**src/rtl/inst_mem_responder.sv**
```systemverilog
// Instruction-fetch memory responder: builds 32-bit words from two 16-bit ROM beats
// and keeps a held word plus a one-entry sequential prefetch for zero-wait straight-line fetch.
module inst_mem_responder #(
    parameter int XLEN        = 32,
    parameter int WAIT_STATES = 2,
    parameter bit PREFETCH_EN = 1'b1
) (
    input  logic            clk,
    input  logic            rst,
    input  logic            inst_mem_read_en,
    input  logic [XLEN-1:0] inst_addr,
    output logic [XLEN-1:0] inst_data,
    output logic            inst_mem_ready,
    output logic            rom_rd,
    output logic [XLEN-1:0] rom_addr,
    input  logic [15:0]     rom_data
);

    typedef enum logic [2:0] {IDLE, D_LO, D_HI, P_LO, P_HI} state_t;

    localparam int            CW       = (WAIT_STATES > 0) ? $clog2(WAIT_STATES + 1) : 1;
    localparam logic [CW-1:0] CNT_LAST = CW'(WAIT_STATES);
    localparam logic [XLEN-1:0] TWO    = XLEN'(2);
    localparam logic [XLEN-1:0] FOUR   = XLEN'(4);

    state_t          state, state_n;
    logic [CW-1:0]   cnt;
    logic [XLEN-1:0] req_addr, req_addr_n;
    logic [XLEN-1:0] pf_addr, pf_addr_n, pf_data, pf_data_n;
    logic [XLEN-1:0] hold_addr, hold_addr_n, hold_data, hold_data_n;
    logic            hold_v, hold_v_n, pf_v, pf_v_n;
    logic [15:0]     word_lo, word_lo_n;

    logic [XLEN-1:0] addr_w;
    logic [XLEN-1:0] beat_word;
    logic            hold_match, pf_match, miss, beat_last;

    assign addr_w     = inst_addr & ~XLEN'(3);
    assign beat_word  = XLEN'({rom_data, word_lo});
    assign hold_match = hold_v && (addr_w == hold_addr);
    assign pf_match   = pf_v && (addr_w == pf_addr);
    assign miss       = inst_mem_read_en && !inst_mem_ready;
    assign beat_last  = (cnt == CNT_LAST);

    assign inst_mem_ready = hold_match || pf_match;
    assign inst_data      = (!hold_match && pf_match) ? pf_data : hold_data;

    always_comb begin
        // NOTE: every signal written here gets a default first, so no path can leave one unassigned and infer a latch.
        state_n     = state;
        req_addr_n  = req_addr;
        pf_addr_n   = pf_addr;
        pf_data_n   = pf_data;
        pf_v_n      = pf_v;
        hold_addr_n = hold_addr;
        hold_data_n = hold_data;
        hold_v_n    = hold_v;
        word_lo_n   = word_lo;
        rom_rd      = 1'b1;
        rom_addr    = '0;

        case (state)
            IDLE: begin
                rom_rd = 1'b0;
                if (inst_mem_read_en && pf_match) begin
                    hold_addr_n = pf_addr;
                    hold_data_n = pf_data;
                    hold_v_n    = 1'b1;
                    pf_v_n      = 1'b0;
                    if (PREFETCH_EN) begin
                        pf_addr_n = pf_addr + FOUR;
                        state_n   = P_LO;
                    end
                end else if (miss) begin
                    // A miss elsewhere breaks the sequential stream, so the prefetch is dropped.
                    req_addr_n = addr_w;
                    pf_v_n     = 1'b0;
                    state_n    = D_LO;
                end
            end

            D_LO, D_HI: begin
                rom_addr = (state == D_LO) ? req_addr : req_addr + TWO;
                if (beat_last) begin
                    if (inst_mem_read_en && (addr_w != req_addr)) begin
                        // Redirected: discard this word; a held-word hit needs no new fetch.
                        if (miss) begin
                            req_addr_n = addr_w;
                            state_n    = D_LO;
                        end else begin
                            state_n = IDLE;
                        end
                    end else if (state == D_LO) begin
                        word_lo_n = rom_data;
                        state_n   = D_HI;
                    end else begin
                        hold_addr_n = req_addr;
                        hold_data_n = beat_word;
                        hold_v_n    = 1'b1;
                        if (PREFETCH_EN) begin
                            pf_addr_n = req_addr + FOUR;
                            state_n   = P_LO;
                        end else begin
                            state_n = IDLE;
                        end
                    end
                end
            end

            P_LO, P_HI: begin
                rom_addr = (state == P_LO) ? pf_addr : pf_addr + TWO;
                if (beat_last) begin
                    if (miss && (addr_w != pf_addr)) begin
                        req_addr_n = addr_w;
                        state_n    = D_LO;
                    end else if (state == P_LO) begin
                        word_lo_n = rom_data;
                        state_n   = P_HI;
                    end else if (inst_mem_read_en && (addr_w == pf_addr)) begin
                        // Demand caught up with the prefetch: retire straight to the held buffer.
                        hold_addr_n = pf_addr;
                        hold_data_n = beat_word;
                        hold_v_n    = 1'b1;
                        pf_addr_n   = pf_addr + FOUR;
                        state_n     = P_LO;
                    end else begin
                        pf_data_n = beat_word;
                        pf_v_n    = 1'b1;
                        state_n   = IDLE;
                    end
                end
            end

            default: state_n = IDLE;
        endcase
    end

    always_ff @(posedge clk or negedge rst) begin
        if (!rst) begin
            state     <= IDLE;
            cnt       <= '0;
            req_addr  <= '0;
            pf_addr   <= '0;
            pf_v      <= 1'b0;
            hold_addr <= '0;
            hold_v    <= 1'b0;
            word_lo   <= '0;
            // NOTE: buffer data is reset as well, because hold_data drives inst_data and that must read 0 out of reset.
            pf_data   <= '0;
            hold_data <= '0;
        end else begin
            // NOTE: non-blocking assignments so every register samples the pre-edge values.
            state     <= state_n;
            req_addr  <= req_addr_n;
            pf_addr   <= pf_addr_n;
            pf_data   <= pf_data_n;
            pf_v      <= pf_v_n;
            hold_addr <= hold_addr_n;
            hold_data <= hold_data_n;
            hold_v    <= hold_v_n;
            word_lo   <= word_lo_n;
            if (state == IDLE || beat_last) cnt <= '0;
            else                            cnt <= cnt + CW'(1);
        end
    end

endmodule

```
**config.mk**
```make
export PLATFORM = sky130hd
export DESIGN_NAME = inst_mem_responder
export DESIGN_NICKNAME = d
export VERILOG_FILES = /design/src/rtl/inst_mem_responder.sv
export SDC_FILE = /design/constraint.sdc
export NUM_CORES = 1
export LEC_CHECK = 0
export BUFFER_PORTS_ARGS = -buffer_cell sky130_fd_sc_hd__buf_2
export CORE_MARGIN = 2
export CORE_UTILIZATION = 60
export CTS_CLUSTER_SIZE = 24
export DETAILED_ROUTE_END_ITERATION = 10
export MAX_ROUTING_LAYER = met4
export PLACE_DENSITY = 0.81
export SYNTH_ARGS = -nofsm -noshare
export SYNTH_HDL_FRONTEND = slang
export SYNTH_SLANG_ARGS = --single-unit
```
**constraint.sdc**
```tcl
create_clock -name clk -period 5.6 [get_ports clk]
set_input_delay 0.56 -clock clk [delete_from_list [all_inputs] [get_ports clk]]
set_output_delay 0.56 -clock clk [all_outputs]
set_load 0.01 [all_outputs]
```
==> run summary, run 1 <==
The flow ran to the end, and the final reports show no timing, DRC or antenna violations. In this run the worst path has a maximum fanout of 23. The worst-case IR drop observed on VDD is 0.3714 mV. The maximum buffer depth of the clock tree is 2. For the net count of the finished layout, the log shows 1192. The top flip-flop cell by instance count after synthesis is dfrtp_1. The run gives 0.2370 GHz as the peak clock frequency supported by timing. For the synthesized netlist net count, the log shows 1127. The min-delay analysis places its worst path in the category in -> async. The largest single stage delay on the critical path is 940 ps. The via count normalized by instance count works out to 6.429.

The detail route stage leaves a number of antenna-violating nets equal to 0. For the worst setup path, the data arrival time is 4570 ps. For this design the static power due to leakage is 0.005302 µW. In this run, distinct cell masters in the synthesized netlist total 73. The clock transition at the registers of the reported paths works out to 80 ps.

At the pin with the least slew margin, the transition time is 1151 ps. The H-tree was split into 4 levels. Once the clock tree was built, the resizer swapped 0 gates to a different size.

The wire length per cell after detailed routing was 21.38 µm. Horizontal die dimension: 136.9 µm. The worst setup path is launched from a register.

Critical path class: reg -> reg. The ratio of total power to cell area is 558.0 nW/µm². The most repeated library cell on the critical path is nand2_1. The logs give 5950 ps for the required time of the critical path and 0 for the setup violation total in the final timing report. Counting flops with a built-in enable in the synthesized netlist gives 0.

The final layout contains routed wiring with a total length of 29480 µm. Yosys attributes the largest share of cell area to dfrtp_1, mux2_2, xnor2_1. The global-route wire length before repair was 45930 µm. Final clock period utilization by the worst path: 0.7534.

The number of antenna violations at the first check in global routing was 0. dfrtp_1 is the most common cell in the netlist. The run gives 0.6125 as the initial core utilization.

Share of flip-flops with an asynchronous set or reset after synthesis: 1.000. For the sequential-to-total area share from yosys stat, the log shows 0.4181. The cell total after placement was 1345. A synthesized cell averages 9.864 µm².

Before antenna repair, the detailed router went through 6 iterations. At the later pin of the worst-skew pair, clock insertion delay measures 440 ps. The fraction of layout cells with a size suffix above 1 is 0.2639, and the top-level I/O count is 117. The number of storage elements in the synthesis netlist works out to 177. The run gives 0 as the hold buffer count at cts. The port buffer count came out at 113. The number of buffers added for setup after CTS was 0.

The finished layout holds 1379 standard cells, fillers aside. Across the routed clock network, the largest skew measured is 13.38 ps. Walking the worst path, the cells encountered are xnor2_2, nor2_4, nand2_1, nand2_1, ha_1, nand4_1, or3_4, o32ai_4, and2_4, or4b_4, a21o_1, a211oi_2. For this design, the slowest cell found on the critical path is dfrtp_1.

Top cell type's share of synthesized area: 0.4181. By count the netlist is led by dfrtp_1, mux2_2, nand2_1. The synthesis-to-layout area growth was 12.01%; the synthesized area was 10590 µm².

The worst setup path is captured at a register. TritonCTS built the clock tree. Entering global routing, the biggest net connects 110 pins. The total overflow left after global routing is 0. After legalization and detailed placement, the total HPWL measured 19910 µm.

The total number of vias came out at 8866. The worst-case headroom to the max-slew limit is 0.2305. The number of global-route vias before repair was 8289; the sum of buffers and inverters on the critical path was 0. The Yosys step of the flow raised 0 warnings. The root buffer cell is clkbuf_16. For the finished layout, the period the worst path requires is 4219 ps. Max-cap violations in this run came to 0. The final-report hold violation count was 0; the number of clock sinks was 177. For this run, design rule violations remaining after detail routing come to 0. Global placement routability congestion: 0.9730. The logs give 0.3317 for the overall fraction of global-route tracks in use and 18730 µm² for the die area.

The post-synthesis instance total is 1074. The floorplan row count is 48, and the setup TNS is 0 ps. The die is 136.9 µm tall.

The post-synthesis cell type with the largest combined area was dfrtp_1. The detailed router finished its first iteration with 874 violations. Total count of max-transition violations in the final report: 0. Clock tree synthesis inserted a total of 17 buffers.

Setup repair after global routing left no endpoint under its margin. The tools report the core footprint as 17300 µm². Critical path's top delay family: simple AND/OR/NAND/NOR gates.
layout by cell type, fill, tap and decap left out, types with 36 or more instances in the layout:
cell type  Yosys  final
nand2_1      115    113
a21oi_1       59     59
nor2_1        45     43
o21ai_0       79     79
xnor2_1       89     89
mux2i_1       57     57
nand4_1       36     36
dfrtp_1      177    177
buf_2         33    112
mux2_2       115    115
registers in the layout, indices dropped and copies added (netlist names), 2 cells and up:
name,cells
cnt,2
hold_addr,30
hold_data,32
pf_addr,30
pf_data,32
req_addr,30
state,3
word_lo,16
where the power goes:
part / internal, µW / switching [µW]
Clock: 627 / 638
Combinational: 1380 / 1740
Sequential: 1680 / 559
Total: 3690 / 2940
worst reg2reg max path: cells and delay by family (launching register included):
family | cells | cell delay, ps
and+or+nand+nor | 7 | 1780
DFF | 1 | 940
AOI/OAI and AO/OA | 3 | 750
xor gates and xnor gates | 1 | 400
adders and majority gates | 1 | 240
layer usage:
metal,track usage,up-vias,wire length [µm]
li1,-,4010,-
met1,0.4573,4365,12510
met2,0.4947,440,14020
met3,0.07370,51,2363
met4,0.09737,0,590
met5,-,-,0
area by class of cell:
| cell class | count | area [µm²] |
|---|---|---|
| Multi-Input combinational cell | 803 | 5786 |
| Tap cell | 225 | 281.5 |
| Fill cell | 1319 | 5430 |
| Inverter | 15 | 56.30 |
| Timing Repair Buffer | 125 | 661.9 |
| Sequential cell | 177 | 4429 |
| Clock buffer | 17 | 425.4 |
| Antenna cell | 2 | 5.005 |
| Clock inverter | 15 | 221.5 |
kinds of logic after synthesis:
kind of cell | after synthesis | share of synthesized area
other | 1 | 0.0003540
AND/OR/NAND/NOR | 295 | 0.1390
adder cells (fa/ha/maj) | 2 | 0.002362
XOR/XNOR | 95 | 0.07996
AO/OA/AOI/OAI | 238 | 0.1444
flip-flops | 177 | 0.4181
buffers and inverters | 94 | 0.03968
multiplexers | 172 | 0.1761
stage by stage:
step	area [µm²]	hold slack, ps	setup WS (ps)	util	power (µW)
floorplan	10590	264.4	1637	-	4371
global placement	11210	426.1	1570	0.6484	5209
detailed placement	11210	428.3	1540	0.6484	5302
CTS	11860	147.1	1463	0.6858	6588
global route	11860	169.0	1190	0.6858	7001
finish	11870	120.1	1381	0.6861	6622
worst paths after layout:
kind	from	endpoint	slack (ps)	depth (start not counted)
setup / recovery	state[1]	pf_addr[28]	1380	12
hold / removal	rst	req_addr[5]	120	1
setup reg to reg	state[1]	pf_addr[28]	1380	12
hold reg to reg	cnt[0]	cnt[0]	430	1
max in group asynchronous	rst	cnt[0]	4260	2
min in group clk	rom_data[8]	pf_data[24]	370	2
Power figures use the tool's default switching activity.
==> inputs of run 2 (changes only) <==
- CORE_UTILIZATION: 60 -> 54
- PLACE_DENSITY: 0.81 -> 0.77
- clock period: 5.6 -> 3.7 ns (I/O delays scaled with it)
==> run 2 against run 1 <==
  * Worst setup slack worse by 1200 ps
  * Power up 54%
  * Global-route usage is 3.3 points lower
  * Largest power group unchanged
  * Critical endpoint unchanged
  * Worst hold slack got worse by 75 ps
  * Non-clock buffer count grew 22
  * Final cell count increased by 4.4%
  * Count of clock-buffer cells in the layout stayed put
  * Via count increased by 0.52%
  * Highest routed layer unchanged
  * Critical path depth is the same
==> run summary, run 2 (synthesized netlist as in run 1, its figures left out) <==
The transition at the pin with the smallest max-transition slack came out at 1058 ps (was 1151 ps). The synthesis-to-layout area growth is 14.46% (was 12.01%). The global placement routability congestion came out at 0.9964 (was 0.9730). The logs give 1214 (was 1192) for the net count of the finished layout and 177 (unchanged) for the number of clock sinks.

The floorplan row count was 51 (was 48). The peak clock frequency supported by timing was 0.2808 GHz (was 0.2370 GHz); the final-report hold violation count was 0 (unchanged). The setup TNS was 0 ps (unchanged).

The flow ran to the end, and the final reports show no timing, DRC or antenna violations. TritonCTS built the clock tree. The number of H-tree levels is 4 (unchanged).

The clock period minus worst slack was 3561 ps (was 4219 ps). Final clock skew: 15.79 ps (was 13.38 ps). The critical path class is reg -> reg (unchanged). The maximum fanout along the worst path came out at 6 (was 23). The clock insertion delay at the later pin of the skew report was 440 ps (about the same).

The most common cell after layout, fill and taps aside was dfrtp_1 (unchanged). The height of the chip is 144.1 µm (was 136.9 µm). The number of antenna violations at the first check in global routing came out at 0 (unchanged). Global-route wire length before repair: 46390 µm (was 45930 µm). The worst setup slack after layout was 138.8 ps (was 1381 ps). The run gives 0 (unchanged) as the hold buffer count at cts. The most repeated library cell on the critical path is nand2_1 (unchanged).

The clock transition at the registers of the reported paths was 80 ps (about the same); the core footprint was 19330 µm² (was 17300 µm²). Top library cells by usage in the layout, fill and taps aside: dfrtp_1, mux2_2, nand2_1, buf_2, xnor2_1 (unchanged). The number of violations of the max-capacitance limit is 0 (unchanged). The tools report the nature of the critical path endpoint as a register (unchanged). The final clock period utilization by the worst path was 0.9625 (was 0.7534).

The tools report the final worst hold slack as 45.36 ps (was 120.1 ps). For the required time of the critical path, the log shows 4050 ps (was 5950 ps). For the static power due to leakage, the log shows 0.005430 µW (was 0.005302 µW). For the worst-case headroom to the max-slew limit, the log shows 0.2947 (was 0.2305). The run gives 5 (was 6) as the detailed-routing iteration count for the pre-antenna-repair pass.

The largest incremental delay on the critical path is 500 ps (was 940 ps), and the total count of max-transition violations in the final report is 0 (unchanged). Reg-to-reg startpoint: state[0] (was state[1]). The run gives 20320 µm (was 19910 µm) as the HPWL after detailed placement. The run gives 140 ps (was 1380 ps) as the register-to-register setup slack. Start point of the critical path: state[0] (was state[1]). Root buffer cell: clkbuf_16 (unchanged). The post-place setup slack came out at 184.6 ps (was 1540 ps). The logs give 29430 µm (was 29480 µm) for the final wirelength and 0 (unchanged) for the DRC violation count after routing. The logs give 8912 (was 8866) for the total number of vias and 3910 ps (was 4570 ps) for the arrival time at the worst endpoint. The initial core utilization is 0.5479 (was 0.6125), and the ratio of total power to cell area is 841.5 nW/µm² (was 558.0 nW/µm²). The via count normalized by instance count is 6.189 (was 6.429).

The remaining global-route overflow was 0 (unchanged). The logic depth of the worst register-to-register path was 12 (unchanged). The setup violation total in the final timing report came out at 0 (unchanged). For the die area, the log shows 20750 µm² (was 18730 µm²). The path class of the lowest-slack min-delay path is in -> async (unchanged).

The maximum buffer depth of the clock tree was 2 (unchanged). Worst-path cell chain: xnor2_2, nor2_4, nand2_1, nand2_1, ha_2, nand4_1, or3_4, o32ai_4, and2_4, or4b_4, a21o_1, a211oi_2 (was xnor2_2, nor2_4, nand2_1, nand2_1, ha_1, nand4_1, or3_4, o32ai_4, and2_4, or4b_4, a21o_1, a211oi_2). The run gives 0.3953 mV (was 0.3714 mV) as the worst ir drop on vdd. Fraction of layout cells with a size suffix above 1: 0.2777 (was 0.2639).

Startpoint kind of the worst setup timing path: a register (unchanged). The horizontal die dimension is 144.1 µm (was 136.9 µm). TritonCTS buffer count: 17 (unchanged). Setup repair after global routing left no endpoint under its margin.

The overall fraction of global-route tracks in use is 0.2991 (was 0.3317). The critical path's slowest cell was dfrtp_1 (unchanged). The port buffer count is 113 (unchanged). The DRC marker count from the first detailed-route iteration was 1084 (was 874); the wire length per cell after detailed routing was 20.44 µm (was 21.38 µm). For the number of global-route vias before repair, the log shows 8536 (was 8289). The tools report the top-level I/O count as 117 (unchanged).

For the number of nets with antenna violations after routing, the log shows 0 (unchanged). Largest registers ranked by flip-flop count: hold_data x32, pf_data x32 (unchanged). The run gives 103 (was 110) as the maximum number of pins on one net before global-route repair.
## run 2: cell count changes in the layout (fill, tap and decap cells not counted), moves of 2 or more
cell | previous run | this run
buf_12 | 0 | 4
buf_4 | 12 | 30
inv_12 | 5 | 3
inv_8 | 0 | 3
## run 2: stage by stage
step | util | cell area [µm²] | cells | total power, µW
finish | 0.6271 | 12130 | 1440 | 10200
global route | 0.6270 | 12120 | 1439 | 10800
CTS | 0.6265 | 12110 | 1438 | 10120
detailed placement | 0.5932 | 11470 | 1406 | 8170
global placement | 0.5932 | 11470 | 1406 | 8042
floorplan | - | 10610 | 1074 | 6652
## run 2: critical path: cells and delay by family (launching register included)
family,cells,cell delay (ps)
simple gates,7,1810
compound gates,3,730
flops,1,500
fa+ha+maj,1,220
xor+xnor,1,210
## run 2: layer usage
| metal | wire (µm) | global-route usage |
|---|---|---|
| met5 | 0 | - |
| met2 | 13440 | 0.4383 |
| met3 | 2797 | 0.07318 |
| met1 | 12450 | 0.4102 |
| met4 | 741 | 0.09856 |
## run 2: power by group
part / switching (µW) / internal, µW
Combinational: 2770 / 2210
Clock: 968 / 950
Sequential: 758 / 2540
Total: 4500 / 5710
## run 2: final cells by class
type	count	area, µm²
Multi-Input combinational cell	803	5786
Inverter	15	56.30
Clock buffer	17	425.4
Tap cell	265	331.6
Fill cell	1562	7209
Clock inverter	15	217.7
Timing Repair Buffer	147	877.1
Sequential cell	177	4429
Antenna cell	1	2.502
## run 2: worst paths after layout
| kind | to |
|---|---|
| max | pf_addr[28] |
| min | req_addr[14] |
| max reg2reg | pf_addr[28] |
| min reg2reg | cnt[0] |
| max in group asynchronous | pf_data[3] |
| min in group clk | word_lo[14] |
## run 2: what timing repair did
action / CTS / global route
setup buffers: 0 / 1
resized for setup: 0 / 1
endpoints found under the setup margin: 0 / 1
